--- config.mk ---
export PLATFORM = sky130hd
export DESIGN_NAME = rsa_frame_ctrl
export DESIGN_NICKNAME = d
export VERILOG_FILES = /design/src/rtl/rsa_frame_ctrl.sv
export SDC_FILE = /design/constraint.sdc
export NUM_CORES = 1
export LEC_CHECK = 0
export ABC_AREA = 1
export CORE_MARGIN = 5
export CORE_UTILIZATION = 49
export CTS_CLUSTER_SIZE = 28
export DETAILED_ROUTE_END_ITERATION = 7
export GPL_ROUTABILITY_DRIVEN = 0
export PLACE_DENSITY = 0.76
export SLEW_MARGIN = 10
export SYNTH_ARGS = -nofsm -noshare
export SYNTH_HDL_FRONTEND = slang
export SYNTH_SLANG_ARGS = --single-unit
export TNS_END_PERCENT = 30
--- constraint.sdc ---
create_clock -name clk -period 2.1 [get_ports clk]
set_clock_uncertainty 0.15 [all_clocks]
set_input_delay 0.42 -clock clk [delete_from_list [all_inputs] [get_ports clk]]
set_output_delay 0.42 -clock clk [all_outputs]
set_load 0.05 [all_outputs]
--- src/rtl/rsa_frame_ctrl.sv ---
// rsa_frame_ctrl: byte-serial front end for the modexp engine.
// Loads base/exponent/modulus, starts the engine, streams C back out.
module rsa_frame_ctrl #(
   parameter int W       = 64,
   parameter int TIMEOUT = 4096
) (
   input  logic         clk,
   input  logic         rst,
   input  logic [7:0]   in_data,
   input  logic         in_valid,
   output logic         in_ready,
   output logic [W-1:0] base,
   output logic [W-1:0] exponent,
   output logic [W-1:0] modulus,
   output logic         done,
   input  logic [W-1:0] C,
   input  logic         done_encrypt,
   output logic [7:0]   out_data,
   output logic         out_valid,
   input  logic         out_ready,
   output logic         busy,
   output logic         err
);

   localparam int NB  = W / 8;
   localparam int BCW = $clog2(3 * NB);
   localparam int TCW = (TIMEOUT > 2) ? $clog2(TIMEOUT) : 1;

   localparam logic [BCW-1:0] B_ONE    = BCW'(1);
   localparam logic [BCW-1:0] EXP_LO   = BCW'(NB);
   localparam logic [BCW-1:0] MOD_LO   = BCW'(2 * NB);
   localparam logic [BCW-1:0] LAST_IN  = BCW'(3 * NB - 1);
   localparam logic [BCW-1:0] LAST_OUT = BCW'(NB - 1);
   localparam logic [TCW-1:0] T_ONE    = TCW'(1);
   localparam logic [TCW-1:0] T_LAST   = TCW'(TIMEOUT - 1);

   typedef enum logic [2:0] {
      S_LOAD,
      S_START,
      S_WAIT,
      S_SEND,
      S_ERR
   } state_t;

   state_t         r_state;
   state_t         w_nxt;
   logic [BCW-1:0] r_bcnt;
   logic [TCW-1:0] r_tcnt;
   logic [W-1:0]   r_base;
   logic [W-1:0]   r_exp;
   logic [W-1:0]   r_mod;
   logic [W-1:0]   r_res;
   logic           r_err;

   logic           w_in_acc;
   logic           w_in_last;
   logic           w_tx_hs;
   logic [W-1:0]   w_base_sh;
   logic [W-1:0]   w_exp_sh;
   logic [W-1:0]   w_mod_sh;
   logic           w_mod_zero;

   // Append one byte at the LSB end of an operand (MSB-first load).
   function automatic logic [W-1:0] shift_in(
      input logic [W-1:0] v,
      input logic [7:0]   b
   );
      logic [W+7:0] t;
      t = {v, b};
      return t[W-1:0];
   endfunction

   // Handshake strobes and shifted operand candidates.
   always_comb begin
      w_in_acc   = (r_state == S_LOAD) && in_valid;
      w_in_last  = w_in_acc && (r_bcnt == LAST_IN);
      w_tx_hs    = (r_state == S_SEND) && out_ready;
      w_base_sh  = shift_in(r_base, in_data);
      w_exp_sh   = shift_in(r_exp, in_data);
      w_mod_sh   = shift_in(r_mod, in_data);
      w_mod_zero = (w_mod_sh == '0);
   end

   // State register.
   always_ff @(posedge clk or negedge rst) begin
      if (!rst) r_state <= S_LOAD;
      else      r_state <= w_nxt;
   end

   // Next-state and state-decoded outputs.
   always_comb begin
      w_nxt     = r_state;
      in_ready  = 1'b0;
      done      = 1'b0;
      out_valid = 1'b0;
      busy      = 1'b0;
      unique case (r_state)
         S_LOAD: begin
            in_ready = 1'b1;
            if (w_in_last)
               w_nxt = w_mod_zero ? S_ERR : S_START;
         end
         S_START: begin
            done  = 1'b1;
            busy  = 1'b1;
            w_nxt = S_WAIT;
         end
         S_WAIT: begin
            busy = 1'b1;
            if (done_encrypt)
               w_nxt = S_SEND;
            else if (r_tcnt == T_LAST)
               w_nxt = S_ERR;
         end
         S_SEND: begin
            busy      = 1'b1;
            out_valid = 1'b1;
            if (w_tx_hs && (r_bcnt == LAST_OUT))
               w_nxt = S_LOAD;
         end
         S_ERR: begin
            w_nxt = S_LOAD;
         end
         default: begin
            w_nxt = S_LOAD;
         end
      endcase
   end

   // Operand load, byte counter, timeout counter, result shifter, err.
   always_ff @(posedge clk or negedge rst) begin
      if (!rst) begin
         r_bcnt <= '0;
         r_tcnt <= '0;
         r_base <= '0;
         r_exp  <= '0;
         r_mod  <= '0;
         r_res  <= '0;
         r_err  <= 1'b0;
      end else begin
         if (w_in_acc) begin
            if (r_bcnt == '0)
               r_err <= 1'b0;
            if (r_bcnt < EXP_LO)
               r_base <= w_base_sh;
            else if (r_bcnt < MOD_LO)
               r_exp <= w_exp_sh;
            else
               r_mod <= w_mod_sh;
            r_bcnt <= w_in_last ? '0 : r_bcnt + B_ONE;
         end
         if (r_state == S_START)
            r_tcnt <= '0;
         if (r_state == S_WAIT) begin
            if (done_encrypt)
               r_res <= C;
            else
               r_tcnt <= r_tcnt + T_ONE;
         end
         if (w_tx_hs) begin
            r_res  <= r_res << 8;
            r_bcnt <= (r_bcnt == LAST_OUT) ? '0 : r_bcnt + B_ONE;
         end
         if (w_nxt == S_ERR)
            r_err <= 1'b1;
      end
   end

   assign base     = r_base;
   assign exponent = r_exp;
   assign modulus  = r_mod;
   assign out_data = r_res[W-1:W-8];
   assign err      = r_err;

endmodule

==> results.md <==
- Port bufs: 281
- Clock sinks: 277
- Power Total: 27.7 mW
- Vias in the first global route: 8,909
- Largest net degree at the start of global routing: 55
- Drt drc: 0
- Worst setup EP type: primary output
- Remaining antenna violation count: 0
- Die Area: 26,300 um2
- Post-synthesis average cell area: 9.52 um2
- Initial antenna violation count: 0
- Gr ovfl total: 0
- Starting Density: 49.9%
- Post-CTS Setup Bufs: 0
- Mapped Nets: 1,272
- Met2 Resource Use GR: 35.9%
- Post-synthesis sequential area ratio: 61.1%
- Met3 Resource Use GR: 4.24%
- Measured slew at the worst slew-check pin: 0.533 ns
- Nets: 1,565
- FMAX: 486 MHz
- Outcome: completed
- TritonCTS Buffers: 29
- CP Data Required Time: 1.53 ns
- GRT Util Overall: 21.5%
- Max Cap Violations: 0
- Period utilization: 97.9%
- Yosys warns: 0
- Library cells used by synthesis: 30
- Core Rows: 55
- GR peak layer: met2
- Final non-filler cell total: 1,790
- Clock Tree Buf Depth: 3
- Worst R2R Setup Slack: 0.28 ns
- Minimum hold slack: 0.261 ns
- VDD IR max: 1.24 mV
- Clk root buf: clkbuf_16
- TNS Setup: 0 ns
- DR WL/cell: 15.9 um
- # diodes: 0
- M1 GR Usage: 29.5%
- WP data arrival: 1.49 ns
- Crit path kind: reg -> out
- Via Count: 8,971
- Rel. slew slack: 64.6%
- Post-synth design cell area: 11,300 um2
- Reg-to-reg endpoint: exponent[40]
- Clock latency on the worst-skew pair: 0.53 ns
- Layout cells sized above 1: 19.3%
- R2R cell count: 8
- First-pass GRT wire length: 46,500 um
- Endpoints failing hold: 0
- Reg clk slew, reported paths: 0.06 ns
- 1st-iter DRT viols: 586
- Final slew viol count: 0
- Flops & latches, synth: 277
- Static Leak: 7.43 nW
- I/O Pins: 282
- PwrDens: 1820 nW/um2
- Vias/cell: 5.01
- Crit path max fanout: 5
- HP Class: in -> async
- RSZ-0062 raised after global routing: yes
- First-pass detailed-route iteration total: 5
- Detailed Route WL: 28,500 um
- CTS tree: yes
- Final setup fails: 0
- Mapped Cells: 1,192
- Commonest cells after routing, fill and taps aside: 299 x nand2_1, 276 x dfrtp_1, 162 x buf_4
- Critical Path Start Type: register
- R2r startpoint: r_state[2]
- Core ar.: 22,700 um2
- Post-DP HPWL: 20,900 um
- P&R area growth vs syn: 34.3%
- Die height: 162 um
- Level count of the clock H-tree: 1
- Die width: 162 um
- Post-Place Cells: 1,738
- Fin crit period: 2.06 ns
- Most common cell after layout, fill and taps aside: nand2_1
metal layers:
metal,vias up,part of all wire [%],wire [um]
li1,4405,-,-
met4,0,1.6,448
met3,38,5.5,1580
met2,245,49,14100
met5,-,0,0
met1,4283,44,12400
cells by family (layout without fill, tap and decap cells):
| family | count (synthesis) | count (layout) | share of synthesized area, % |
|---|---|---|---|
| AO/OA/AOI/OAI | 178 | 178 | 8.20 |
| adder cells (fa/ha/maj) | 3 | 3 | 0.331 |
| multiplexers | 50 | 50 | 4.96 |
| flip-flops | 277 | 277 | 61.1 |
| buffers and inverters | 169 | 482 | 6.93 |
| AND/OR/NAND/NOR | 512 | 512 | 18.2 |
| XOR/XNOR | 3 | 3 | 0.232 |
through the flow:
stage / instance area, um2 / setup slack, ns / utilization [%]
after floorplan: 11300 / 0.176 / -
after global placement: 14400 / 0.0105 / 63.3
after detailed placement: 14400 / -0.0402 / 63.3
after CTS: 15200 / -0.00665 / 67.0
after global routing: 15200 / -0.0245 / 67.1
final: 15200 / 0.0441 / 67.1
sequential cells by signal, indices dropped and copies added (netlist names):
signal	flops
modulus	64
base	64
err	1
exponent	64
r_bcnt	5
r_state	3
r_res	64
r_tcnt	12
critical path, cell delays in order (launching register included):
cell and delay, ns:
dfrtp_2 0.45, nor3_2 0.31, buf_12 0.18
timing repair:
action                                 in CTS  in global routing
hold buffers                                1                  0
endpoints found under the hold margin      46                  0
setup endpoints to repair                  71                  4
resized for setup                          73                  5
pin swaps                                   1                  0
synthesized netlist by cell type, drive strengths merged:
master / instances / area share (%)
o211ai: 8 / 0.53
a21oi: 69 / 3.0
nand2: 302 / 10
inv: 105 / 3.5
dfrtp: 277 / 61
mux2: 50 / 5.0
xor2: 3 / 0.23
nand4: 5 / 0.28
o21a: 6 / 0.40
nor4: 1 / 0.055
o31ai: 1 / 0.066
nor2: 123 / 4.2
nor3: 7 / 0.40
a31oi: 1 / 0.055
ha: 3 / 0.33
nand3: 74 / 3.3
buf: 59 / 3.3
o21ai: 93 / 4.1
clkbuf: 5 / 0.17
worst max path at each step:
stage | from | slack, ns | end
2_1_floorplan | r_state[2] | 0.18 | r_bcnt[4]
3_3_place_gp | in_valid | 0.01 | exponent[25]
3_5_place_dp | in_valid | -0.04 | base[61]
4_1_cts | r_state[0] | -0.007 | busy
5_1_grt | r_state[2] | -0.02 | in_ready
6_report | r_state[2] | 0.04 | in_ready
layout make-up:
| type | instances | area (um2) |
|---|---|---|
| fill | 1816 | 7480 |
| sequential | 277 | 6930 |
| multi-input combinational | 746 | 3670 |
| timing repair buffer | 326 | 2960 |
| clock buffer | 42 | 835 |
| inverter | 105 | 397 |
| tap | 285 | 357 |
| clock inverter | 9 | 77.6 |
where the power goes:
part           internal, mW  leakage (nW)  switching, mW
Combinational          3.93          3.56           9.68
Sequential             7.65          3.41           1.61
Clock                  2.86         0.455           2.01
Total                  14.4          7.43           13.3
(Power assumes the default switching activity.)
